$ cat config.mk
export PLATFORM = sky130hd
export DESIGN_NAME = uart_rx_ctrl
export DESIGN_NICKNAME = d
export VERILOG_FILES = /design/src/rtl/uart_rx_pkg.sv /design/src/rtl/rx_sync.sv /design/src/rtl/uart_rx_ctrl.sv
export SDC_FILE = /design/constraint.sdc
export NUM_CORES = 1
export LEC_CHECK = 0
export ABC_AREA = 0
export ABC_CLOCK_PERIOD_IN_PS = 1700
export CAP_MARGIN = 20
export CORE_MARGIN = 1
export CORE_UTILIZATION = 45
export CTS_BUF_LIST = sky130_fd_sc_hd__clkbuf_4
export CTS_CLUSTER_DIAMETER = 30
export DETAILED_ROUTE_END_ITERATION = 12
export GPL_TIMING_DRIVEN = 0
export PLACE_DENSITY = 0.82
export SETUP_SLACK_MARGIN = 0.02
export SLEW_MARGIN = 10
export SYNTH_ARGS = -nofsm -noshare
export SYNTH_HDL_FRONTEND = slang
export SYNTH_SLANG_ARGS = --single-unit
$ cat constraint.sdc
create_clock -name i_clk -period 1.7 [get_ports i_clk]
set_input_delay 0.34 -clock i_clk [delete_from_list [all_inputs] [get_ports i_clk]]
set_output_delay 0.34 -clock i_clk [all_outputs]
set_load 0.05 [all_outputs]
$ cat src/rtl/uart_rx_pkg.sv
// rtl/uart_rx_pkg.sv - shared types and constants for the UART receive sequencer
package uart_rx_pkg;

    typedef enum logic [2:0] {
        ST_IDLE   = 3'd0,
        ST_START  = 3'd1,
        ST_DATA   = 3'd2,
        ST_PARITY = 3'd3,
        ST_STOP   = 3'd4,
        ST_CHECK  = 3'd5
    } rx_state_t;

    localparam int PAR_ERR_IDX  = 0;
    localparam int STOP_ERR_IDX = 1;
    localparam int DATA_W       = 8;

endpackage

$ cat src/rtl/rx_sync.sv
// rtl/rx_sync.sv - multi-stage synchronizer for the serial line, resets to idle-high
module rx_sync #(
    parameter int SYNC_STAGES = 2
) (
    input  logic i_clk,
    input  logic i_arst_n,
    input  logic i_d,
    output logic o_q
);

    logic [SYNC_STAGES-1:0] sync_q;

    always_ff @(posedge i_clk or negedge i_arst_n) begin
        if (!i_arst_n) begin
            sync_q <= '1;
        end else begin
            sync_q <= {sync_q[SYNC_STAGES-2:0], i_d};
        end
    end

    assign o_q = sync_q[SYNC_STAGES-1];

endmodule

$ cat src/rtl/uart_rx_ctrl.sv
// rtl/uart_rx_ctrl.sv - oversampling UART receive sequencer with host holding register
module uart_rx_ctrl
    import uart_rx_pkg::*;
#(
    parameter int OVERSAMPLE  = 16,
    parameter int SYNC_STAGES = 2
) (
    input  logic              i_clk,
    input  logic              i_arst_n,
    input  logic              i_baud_tick,
    input  logic              i_rx,
    input  logic              i_par_en,
    input  logic              i_done_flag,
    input  logic [1:0]        i_error_flag,
    input  logic [DATA_W-1:0] i_checked_data,
    input  logic              i_rd_ack,
    output logic              o_check_en,
    output logic              o_par_en,
    output logic [DATA_W-1:0] o_raw_data,
    output logic              o_parity_bit,
    output logic              o_stop_bit,
    output logic [DATA_W-1:0] o_rx_data,
    output logic [1:0]        o_rx_err,
    output logic              o_rx_valid,
    output logic              o_overrun,
    output logic              o_busy
);

    localparam int CNT_W = $clog2(OVERSAMPLE);
    localparam logic [CNT_W-1:0] MID_CNT  = CNT_W'(OVERSAMPLE / 2 - 1);
    localparam logic [CNT_W-1:0] LAST_CNT = CNT_W'(OVERSAMPLE - 1);

    rx_state_t        state;
    logic [CNT_W-1:0] tick_cnt;
    logic [2:0]       bit_cnt;
    logic             rx_s;
    logic             unused_done;

    // Capture is unconditional at the end of CHECK; the accept flag is informational.
    assign unused_done = i_done_flag;

    rx_sync #(
        .SYNC_STAGES(SYNC_STAGES)
    ) u_rx_sync (
        .i_clk    (i_clk),
        .i_arst_n (i_arst_n),
        .i_d      (i_rx),
        .o_q      (rx_s)
    );

    always_ff @(posedge i_clk or negedge i_arst_n) begin
        if (!i_arst_n) begin
            state        <= ST_IDLE;
            tick_cnt     <= '0;
            bit_cnt      <= '0;
            o_check_en   <= 1'b0;
            o_par_en     <= 1'b0;
            o_raw_data   <= '0;
            o_parity_bit <= 1'b0;
            o_stop_bit   <= 1'b1;
            o_busy       <= 1'b0;
        end else begin
            case (state)
                ST_IDLE: begin
                    if (i_baud_tick && !rx_s) begin
                        state    <= ST_START;
                        tick_cnt <= '0;
                        o_busy   <= 1'b1;
                    end
                end
                ST_START: begin
                    if (i_baud_tick) begin
                        if (tick_cnt == MID_CNT) begin
                            if (rx_s) begin
                                state  <= ST_IDLE;
                                o_busy <= 1'b0;
                            end else begin
                                o_par_en <= i_par_en;
                                tick_cnt <= '0;
                                bit_cnt  <= '0;
                                state    <= ST_DATA;
                            end
                        end else begin
                            tick_cnt <= tick_cnt + 1'b1;
                        end
                    end
                end
                ST_DATA: begin
                    if (i_baud_tick) begin
                        tick_cnt <= tick_cnt + 1'b1;
                        if (tick_cnt == LAST_CNT) begin
                            o_raw_data[bit_cnt] <= rx_s;
                            bit_cnt             <= bit_cnt + 1'b1;
                            if (bit_cnt == 3'd7) begin
                                state <= o_par_en ? ST_PARITY : ST_STOP;
                            end
                        end
                    end
                end
                ST_PARITY: begin
                    if (i_baud_tick) begin
                        tick_cnt <= tick_cnt + 1'b1;
                        if (tick_cnt == LAST_CNT) begin
                            o_parity_bit <= rx_s;
                            state        <= ST_STOP;
                        end
                    end
                end
                ST_STOP: begin
                    if (i_baud_tick) begin
                        tick_cnt <= tick_cnt + 1'b1;
                        if (tick_cnt == LAST_CNT) begin
                            o_stop_bit <= rx_s;
                            o_check_en <= 1'b1;
                            state      <= ST_CHECK;
                        end
                    end
                end
                ST_CHECK: begin
                    o_check_en <= 1'b0;
                    o_busy     <= 1'b0;
                    tick_cnt   <= '0;
                    state      <= ST_IDLE;
                end
                default: begin
                    o_check_en <= 1'b0;
                    o_busy     <= 1'b0;
                    state      <= ST_IDLE;
                end
            endcase
        end
    end

    // Host holding register: a capture takes priority over a same-cycle acknowledge.
    always_ff @(posedge i_clk or negedge i_arst_n) begin
        if (!i_arst_n) begin
            o_rx_data  <= '0;
            o_rx_err   <= '0;
            o_rx_valid <= 1'b0;
            o_overrun  <= 1'b0;
        end else if (state == ST_CHECK) begin
            o_rx_data  <= i_checked_data;
            o_rx_err   <= i_error_flag;
            o_rx_valid <= 1'b1;
            if (i_rd_ack) begin
                o_overrun <= 1'b0;
            end else if (o_rx_valid) begin
                o_overrun <= 1'b1;
            end
        end else if (i_rd_ack) begin
            o_rx_valid <= 1'b0;
            o_overrun  <= 1'b0;
        end
    end

endmodule

**Word level (Yosys, flattened, before mapping)**

Cells that the tools add are included.

- Mux-type cells: 41
- Reduce and logical (&&, ||, !) cells: 20
- Magnitude comparators: 2
- Eq/ne operators: 22
- Multiply operators: 0
- Shift operators: 0
- Add/subtract/negate cells: 2
- Div/mod/pow operators: 0
- Bitwise operators: 3

Operators by type and width:

| operator | count |
|---|---|
| 3-bit two-way mux | 16 |
| 2-bit != test (second input constant) | 11 |
| 4-bit two-way mux | 5 |
| 4-bit case mux with 4 select lines | 1 |
| 3-bit case mux with 5 select lines | 1 |
| 1-bit two-way mux | 12 |
| 3-bit AND reduction | 4 |
| 10-bit AND reduction | 1 |
| 5-bit AND reduction | 2 |
| 3-bit equality test (second input constant) | 3 |
| 8-bit bitwise mux | 1 |
| 3-bit by 2-bit equality test with 1-bit output (second input constant) | 2 |
| 3-bit case mux with 2 select lines | 1 |
| 6-bit AND reduction | 1 |
| 2-bit nonzero test | 3 |
| 4-bit by 1-bit adder with 4-bit output (second input constant) | 1 |
| 4-bit by 3-bit equality test with 1-bit output (second input constant) | 1 |
| 4-bit equality test (second input constant) | 1 |
| 3-bit by 4-bit < comparator with 1-bit output (second input constant) | 1 |
| 2-bit by 1-bit != test with 1-bit output (second input constant) | 2 |
| 4-bit AND reduction | 1 |
| 4-bit nonzero test | 1 |
| 4-bit OR reduction | 1 |
| 3-bit by 1-bit adder with 3-bit output (second input constant) | 1 |
| other kinds (13) | 16 |

- Latch bits: 0
- Logic and storage cells: 104
- Input port bits: 17
- ROM bits: 0
- Memories kept: 0
- Bits in writable memories: 0
- Register bits: 37
- Output and inout port bits: 25

**Logic depth before layout (Yosys ltp)**

Gate-level depths: netlist of the first run.

- Depth in word-level cells: 5
- Mapped depth: 6
- Gate-level depth less buffers: 6

**Hierarchy**

From an unflattened synthesis of the first run, not the netlist that was laid out.

- Cells, all modules: 163
- Area, all modules: 1808.0 sq um

By module, submodules not included:

| module | cells an instance | times used | sequential area each (sq um) | area each (sq um) |
|---|---|---|---|---|
| uart_rx_ctrl | 161 | 1 | 877.1 | 1755.4 |
| rx_sync | 2 | 1 | 52.6 | 52.6 |

**Worst setup path before layout of the first run**

OpenSTA, ideal clock, no wires.

- Path type: flip-flop to flip-flop
- From: register tick_cnt[0]
- To: register o_raw_data[3]
- Arrival time: 1.498 ns
- Path buffers: 0
- Library setup time: 0.125 ns
- Cell stages (with the launch flop): 6
- Clock period less this slack: 1.623 ns
- Required time: 1.575 ns
- Path slack: 0.077 ns
- Path through: dfrtp_1 > ha_1 > nand4_1 > nor3_4 > nand3_1 > mux2_4

- Cells in the longest elaborated chain, start to end: 2

RTL lines:

| element | line | RTL |
|---|---|---|
| start, declared | uart_rx_ctrl.sv:34 | `logic [CNT_W-1:0] tick_cnt;` |
| start signal, assigned | uart_rx_ctrl.sv:84 | `tick_cnt <= tick_cnt + 1'b1;` |
| start signal, assigned | uart_rx_ctrl.sv:90 | `tick_cnt <= tick_cnt + 1'b1;` |
| start signal, assigned | uart_rx_ctrl.sv:102 | `tick_cnt <= tick_cnt + 1'b1;` |
| 4-bit equality test | uart_rx_ctrl.sv:91 | `if (tick_cnt == LAST_CNT) begin` |
| 3-bit AND reduction (no line) | - |  |
| end signal, assigned by index | uart_rx_ctrl.sv:92 | `o_raw_data[bit_cnt] <= rx_s;` |
| end, declared | uart_rx_ctrl.sv:19 | `output logic [DATA_W-1:0] o_raw_data,` |

Every way passes these cells.
A chain may end at the register's enable or synchronous reset.

**Worst setup path after layout of the first run**

- From: register tick_cnt[1]
- To: register o_raw_data[3]

Same word-level chain as after synthesis.

==> results of run 1 <==
==> kinds of logic after synthesis <==
family	count (synthesis)	synth area share [%]
buf+inv	13	3.35
xor+xnor	1	0.499
simple gates	48	16.0
flops	37	52.9
fa+ha+maj	3	2.14
compound gates	35	12.7
mux	19	12.4
==> worst max-delay path, cell delays in order (launching register included) <==
cell and delay [ps]:
dfrtp_1 420, ha_4 180, nand4_1 120, buf_6 180, nor3_4 230, nand3_1 130
mux2_4 300
==> per-stage QoR <==
step                      power [mW]  hold slack [ps]
final                           2.30             56.2
after global placement          1.58              346
after floorplan                 1.42             44.4
after detailed placement        1.60              352
after global routing            2.45              107
after CTS                       2.29             78.5
==> layout make-up <==
cell class	count	area share, %
Sequential cell	37	38.9
Multi-Input combinational cell	106	35.3
Timing Repair Buffer	47	17.5
Tap cell	48	2.49
Clock inverter	3	1.72
Buffer	8	1.72
Clock buffer	5	1.56
Inverter	5	0.780
==> cell usage in the layout, fill, tap and decap left out, types with 6 or more instances in the layout <==
master and count:
clkdlybuf4s50_1 13, mux2_2 13, o21ai_0 10, buf_2 6, nand2_1 13, nand3_1 8, dfrtp_1 29, dlygate4sd2_1 23
buf_4 8
==> power breakdown <==
part,switching [mW],internal (mW)
registers,0.128,0.966
logic,0.343,0.261
clock network,0.294,0.304
==> sequential cells by signal, indices dropped and copies added, names as in the netlist <==
name	count
o_raw_data	8
o_rx_data	8
tick_cnt	4
bit_cnt	3
state	3
o_rx_err	2
u_rx_sync.sync_q	2
o_busy	1
o_check_en	1
o_overrun	1
o_par_en	1
o_parity_bit	1
o_rx_valid	1
o_stop_bit	1
==> how the worst max path moves through the flow <==
stage,end,cells after the start
floorplan,o_raw_data[3]$_DFFE_PN0P_,5
global placement,o_raw_data[0]$_DFFE_PN0P_,1
detailed placement,o_raw_data[3]$_DFFE_PN0P_,5
CTS,state[0]$_DFFE_PN0P_,6
global route,o_raw_data[3]$_DFFE_PN0P_,6
finish,o_raw_data[3]$_DFFE_PN0P_,6
==> routing by layer <==
metal	track usage (%)	vias up
met5	0	-
met4	10.0	0
met3	7.75	9
met2	32.0	73
met1	28.4	690
li1	-	680
==> timing repair <==
| item | in CTS | in global routing |
|---|---|---|
| gates resized for setup | 41 | 10 |
| setup endpoints to repair | 43 | 16 |
| setup buffers | 4 | 4 |
| pin swaps | 3 | 4 |
==> flow_summary.json, run 1 <==
{
  "reg2reg_depth": 6,
  "p_per_area_nw_per_um2": 954,
  "vias": 1452,
  "relSlewSlack_pct": 47.7,
  "dr.max_layer_used": "met4",
  "setup_viol": 0,
  "rsz0062_at_grt": "yes",
  "dieArea_um2": 4160,
  "fmax_ghz": 0.597,
  "io_pins": 42,
  "synth.area.top_cells": "dfrtp_1 48%, mux2_2 8.3%, dfstp_2 4.5%, mux2_1 3.2%, o21ai_0 3.1%",
  "regToRegStartpoint": "tick_cnt[1]$_DFFE_PN0P_",
  "clock_sinks": 37,
  "path_class": "reg -> reg",
  "crit_path_start": "tick_cnt[1]$_DFFE_PN0P_",
  "place_ws_ps": -153,
  "yosysMostFrequentCell": "dfrtp_1",
  "synthCells": 156,
  "crit_path_end_kind": "flip-flop",
  "drt-initial-drc-count": 68,
  "htree_levels": 2,
  "grt_remaining_overflow": 0,
  "met1_length_um": 1700,
  "n_antenna_cell": 0,
  "cts_hold_buffers": 0,
  "ys_warn_count": 0,
  "reg2reg_to": "o_raw_data[3]$_DFFE_PN0P_",
  "dpl_cell_area_um2": 2200,
  "wl_met2_um": 1800,
  "clk_pin_slew_ps": 110,
  "seq_area_frac_synth_pct": 52.9,
  "outcome": "completed",
  "synth_edf_count": 0,
  "fin_setup_tns_ps": 0,
  "synthDistinctLibCells": 41,
  "final_util_pct": 64.8,
  "ir_drop_v": 0.000594,
  "worst_pin_slew_ps": 785,
  "syn_area_per_cell_um2": 11.3,
  "hp-class": "in -> async",
  "place_congestion": 0.868,
  "start_kind": "flip-flop",
  "grt_max_degree": 38,
  "crit_fanout": 6,
  "vias_per_cell": 5.61,
  "grt_usage_pct": 21.7,
  "synthTopCellsByCount": "34 x dfrtp_1, 13 x mux2_2, 13 x nand2_1",
  "p_leak_nw": 1.10,
  "final.period_utilization_pct": 98.5,
  "fin_area_um2": 2410,
  "synth_top_flop_cell": "dfrtp_1",
  "root_buffer": "clkbuf_4",
  "drtPass1Iterations": 4,
  "crit_arrival_ps": 1910,
  "cp.required_ps": 1940,
  "dp.cells": 243,
  "post_drt_wl_per_cell_um": 14.8,
  "met3WireLength_um": 259,
  "max_cap_violations": 0,
  "clk_latency_ps": 340,
  "die_h_um": 64.5,
  "r2r_slack_ps": 30,
  "finalNetCount": 230,
  "final_cells": 259,
  "fp-row-count": 22,
  "cts_tree": "yes",
  "antenna_found_initial": 0,
  "antenna_left": 0,
  "start_util_pct": 47.3,
  "hold_viol_final": 0,
  "fillers": 287,
  "setup_ws_ps": 26.1,
  "drive_gt1_share_pct": 28.4,
  "grt_first_pass_wirelength_um": 6640,
  "min_period_ps": 1670,
  "cts_buffer_depth": 2,
  "yosysTopAreaCell": "dfrtp_1",
  "area_growth_syn_to_layout_pct": 37.0,
  "die_width_um": 64.5,
  "multiInputGateArea_um2": 851,
  "synth_nets": 176,
  "core_area_um2": 3720,
  "wl_um": 3840,
  "netlist_area_um2": 1760,
  "ys_async_sr_fraction_pct": 100,
  "numCtsBuffers": 5,
  "synth-seq-cells": 37,
  "grt_pass1_vias": 1381,
  "skew_ps": 7.83,
  "slew_viol_final": 0,
  "drc": 0,
  "yosys.area.top_type_share_pct": 48.4,
  "portBuffers": 39,
  "area.sequential_um2": 936,
  "dpl.hpwl_um": 2550
}
(Power assumes the default switching activity.)
==> run 2, diff against run 1 <==
Settings changed: MAX_ROUTING_LAYER from default to met4.
==> run 2 against run 1 <==
  * Non-clock buffer count did not move
  * Global-route usage up 0.30 points
  * Hold slack worse by 6.4 ps
  * Maximum frequency is 0.26% lower
  * Core utilization unchanged
  * Flip-flop and latch count did not move
  * Sequential share of layout area stayed put
  * Register-to-register slack about the same
  * Worst setup slack worse by 4.4 ps
  * Critical path type unchanged
==> flow_summary.json, run 2 (synthesized netlist as in run 1, its figures left out) <==
{
  "outcome": "completed",
  "place_ws_ps": -153,
  "crit_arrival_ps": 1910,
  "antenna_found_initial": 0,
  "slew_viol_final": 0,
  "path_class": "reg -> reg",
  "p_per_area_nw_per_um2": 955,
  "crit_family": "simple AND/OR/NAND/NOR gates",
  "area.sequential_um2": 936,
  "vias_per_cell": 5.49,
  "grt_remaining_overflow": 0,
  "dieArea_um2": 4160,
  "dpl_cell_area_um2": 2200,
  "start_kind": "flip-flop",
  "vias": 1422,
  "fin_area_um2": 2410,
  "grt_pass1_vias": 1385,
  "skew_ps": 10.8,
  "r2r_slack_ps": 20,
  "cp.required_ps": 1940,
  "setup_ws_ps": 21.7,
  "final_util_pct": 64.8,
  "multiInputGateArea_um2": 851,
  "wl_um": 3820,
  "grt_first_pass_wirelength_um": 6610,
  "timing.hold.ws_ps": 49.7,
  "start_util_pct": 47.3,
  "p_leak_nw": 1.10,
  "n_antenna_cell": 0,
  "grt_max_degree": 38,
  "setup_viol": 0,
  "cpPeakStageDelay_ps": 420,
  "core_area_um2": 3720,
  "clock_sinks": 37,
  "place_congestion": 0.882,
  "final.period_utilization_pct": 98.7,
  "worst_pin_slew_ps": 781,
  "layout_common_cells": "29 x dfrtp_1, 23 x dlygate4sd2_1, 13 x nand2_1, 13 x mux2_2, 13 x clkdlybuf4s50_1",
  "hp-class": "in -> async",
  "crit_fanout": 6,
  "portBuffers": 39,
  "hold_viol_final": 0,
  "drive_gt1_share_pct": 28.4,
  "fillers": 287,
  "crit_path_end_kind": "flip-flop",
  "crit_buf_inv": 1,
  "crit_path_cell_trace": "ha_4 -> nand4_1 -> buf_6 -> nor3_4 -> nand3_1 -> mux2_4",
  "htree_levels": 2,
  "grt_usage_pct": 22.0,
  "io_pins": 42,
  "ir_drop_v": 0.000599,
  "power_mw": 2.30,
  "fmax_ghz": 0.596,
  "die_h_um": 64.5,
  "final_cells": 259,
  "fp-row-count": 22,
  "relSlewSlack_pct": 47.9,
  "rsz0062_at_grt": "yes",
  "slowest_stage": "dfrtp_1",
  "drt-initial-drc-count": 64,
  "clk_pin_slew_ps": 120,
  "fin_setup_tns_ps": 0,
  "post_drt_wl_per_cell_um": 14.8,
  "drc": 0,
  "finalNetCount": 230,
  "dp.cells": 243,
  "clk_latency_ps": 350,
  "root_buffer": "clkbuf_4",
  "cts_tree": "yes",
  "top_regs": "o_raw_data: 8 flops, o_rx_data: 8 flops, tick_cnt: 4 flops",
  "die_width_um": 64.5,
  "max_cap_violations": 0,
  "area_growth_syn_to_layout_pct": 37.0,
  "final_common_cell": "dfrtp_1",
  "numCtsBuffers": 5,
  "cts_hold_buffers": 0,
  "cts_buffer_depth": 2,
  "antenna_left": 0,
  "drtPass1Iterations": 4,
  "min_period_ps": 1680,
  "dpl.hpwl_um": 2550
}
## run 2: path summary, 6_finish.rpt
check                                                end  depth (start not counted)                           from
max in group asynchronous         bit_cnt[0]$_DFFE_PN0P_                          1                       i_arst_n
min                             o_parity_bit$_DFFE_PN0P_                          1                       i_arst_n
max                            o_raw_data[3]$_DFFE_PN0P_                          6        tick_cnt[1]$_DFFE_PN0P_
max reg2reg                    o_raw_data[3]$_DFFE_PN0P_                          6        tick_cnt[1]$_DFFE_PN0P_
min reg2reg                u_rx_sync.sync_q[1]$_DFF_PN1_                          0  u_rx_sync.sync_q[0]$_DFF_PN1_
min in group i_clk               tick_cnt[0]$_DFFE_PN0P_                          3                    i_baud_tick
## run 2: timing repair
item,in CTS,in global routing
buffers inserted,4,4
pin swaps,3,4
endpoints found under the setup margin,43,16
resized for setup,41,10
## run 2: routing by layer
metal  part of all wire, %  vias to the layer above  GRT usage, %
met5                     0                        -             -
met4                   2.5                        0          10.0
met3                   5.7                       11          5.81
met2                    46                       58          32.0
met1                    45                      674          28.8
li1                      -                      679             -
## run 2: area by class of cell
type | instances | area share (%)
buffer | 8 | 1.72
clock buffer | 5 | 1.56
clock inverter | 3 | 1.72
inverter | 5 | 0.780
multi-input combinational | 106 | 35.3
sequential | 37 | 38.9
tap | 48 | 2.49
timing repair buffer | 47 | 17.5
## run 2: where the power goes
group	switching, mW	internal (mW)
clock network	0.298	0.304
registers	0.128	0.966
logic	0.342	0.261
total	0.768	1.53
==> run 3, diff against run 2 <==
Settings changed: RECOVER_POWER from default to 25.
==> run 3 against run 2 <==
  * Total power barely moved
  * Largest cell class unchanged
  * Critical path depth unchanged
  * Sequential share of layout area stayed put
  * Core utilization unchanged
  * First-iteration DRC count is the same
  * Maximum frequency is the same
  * Sequential power about the same
  * Non-clock buffer count unchanged
==> flow_summary.json, run 3 (synthesized netlist as in run 1, its figures left out) <==
{
  "outcome": "completed",
  "top_regs": "o_raw_data: 8 flops, o_rx_data: 8 flops, tick_cnt: 4 flops",
  "start_util_pct": 47.3,
  "met1_usage_pct": 28.8,
  "min_period_ps": 1680,
  "drtPass1Iterations": 4,
  "portBuffers": 39,
  "clock_sinks": 37,
  "numCtsBuffers": 5,
  "met3_usage_pct": 5.81,
  "clk_pin_slew_ps": 120,
  "fmax_ghz": 0.596,
  "clk_latency_ps": 350,
  "p_leak_nw": 1.10,
  "antenna_found_initial": 0,
  "hold_viol_final": 0,
  "hp-class": "in -> async",
  "cts_tree": "yes",
  "rsz0062_at_grt": "yes",
  "grt_pass1_vias": 1385,
  "htree_levels": 2,
  "crit_fanout": 6,
  "drc": 0,
  "use_met2_pct": 32.0,
  "wl_um": 3820,
  "path_class": "reg -> reg",
  "die_width_um": 64.5,
  "dpl_cell_area_um2": 2200,
  "vias": 1422,
  "crit_path_end_kind": "flip-flop",
  "relSlewSlack_pct": 41.7,
  "io_pins": 42,
  "multiInputGateArea_um2": 851,
  "dpl.hpwl_um": 2550,
  "skew_ps": 10.8,
  "root_buffer": "clkbuf_4",
  "core_area_um2": 3720,
  "cts_buffer_depth": 2,
  "vias_per_cell": 5.49,
  "ir_drop_v": 0.000599,
  "grt_busiest_layer": "met2",
  "final.period_utilization_pct": 98.7,
  "place_congestion": 0.882,
  "slew_viol_final": 0,
  "max_cap_violations": 0,
  "start_kind": "flip-flop",
  "grt_remaining_overflow": 0,
  "fin_area_um2": 2410,
  "fp-row-count": 22,
  "crit_arrival_ps": 1910,
  "die_h_um": 64.5,
  "cp.required_ps": 1940,
  "finalNetCount": 230,
  "antenna_left": 0,
  "post_drt_wl_per_cell_um": 14.7,
  "area_growth_syn_to_layout_pct": 37.0,
  "setup_ws_ps": 21.7,
  "grt_usage_pct": 22.0,
  "setup_viol": 0,
  "drive_gt1_share_pct": 28.4,
  "dieArea_um2": 4160,
  "drt-initial-drc-count": 64,
  "worst_pin_slew_ps": 874,
  "n_antenna_cell": 0,
  "area.sequential_um2": 936,
  "p_per_area_nw_per_um2": 955,
  "grt_max_degree": 38,
  "grt_first_pass_wirelength_um": 6610,
  "final_common_cell": "dfrtp_1",
  "place_ws_ps": -153,
  "fillers": 287,
  "layout_common_cells": "29 x dfrtp_1, 23 x dlygate4sd2_1, 13 x nand2_1, 13 x mux2_2, 12 x clkdlybuf4s50_1"
}
==> run 3: cell type report <==
class                   count  share of cell area [%]
plain buffers               8                    1.72
clock buffers               5                    1.56
clock inverters             3                    1.72
inverters                   5                   0.780
multi-input cells         106                    35.3
flip-flops and latches     37                    38.9
well taps                  48                    2.49
repair buffers             47                    17.5
==> run 3: worst paths after layout <==
kind	from	to	slack, ps	cells past startpoint
min in group i_clk	i_baud_tick	tick_cnt[0]$_DFFE_PN0P_	350	3
worst min register to register	u_rx_sync.sync_q[0]$_DFF_PN1_	u_rx_sync.sync_q[1]$_DFF_PN1_	370	0
worst max register to register	tick_cnt[1]$_DFFE_PN0P_	o_raw_data[3]$_DFFE_PN0P_	20	6
worst max-delay path	tick_cnt[1]$_DFFE_PN0P_	o_raw_data[3]$_DFFE_PN0P_	20	6
max in group asynchronous	i_arst_n	bit_cnt[0]$_DFFE_PN0P_	1000	1
worst min-delay path	i_arst_n	o_parity_bit$_DFFE_PN0P_	80	1
==> run 3: metrics by stage <==
stage	utilization [%]	TNS [ps]	cells	total power, mW	hold WS (ps)
after floorplan	-	0	156	1.42	44.4
after global placement	59.4	-19060	243	1.58	346
after detailed placement	59.3	-1340	243	1.60	352
after CTS	63.1	0	255	2.29	78.5
after global routing	64.8	-73.0	259	2.44	157
final	64.8	0	259	2.30	80.0
==> run 3: layer usage <==
metal  share of wire, %  vias up
met2                 46       58
met4                2.5        0
li1                   -      679
met5                  0        -
met1                 45      674
met3                5.7       11
==> run 3: critical path, stage by stage (launching register included) <==
cell and delay (ps):
dfrtp_1 420, ha_4 180, nand4_1 130, buf_6 180
nor3_4 220, nand3_1 130, mux2_4 300
==> run 3: report_power, final <==
group          total [mW]  internal [mW]  switching, mW
clock               0.602          0.304          0.298
combinational       0.602          0.261          0.342
sequential           1.09          0.966          0.128
total                2.30           1.53          0.768
==> run 3: timing repair <==
item | 4_1_cts | 5_1_grt
setup endpoints to repair | 43 | 16
pin swaps | 3 | 4
hold buffers | 0 | 0
buffers inserted | 4 | 4
gates resized for setup | 41 | 10
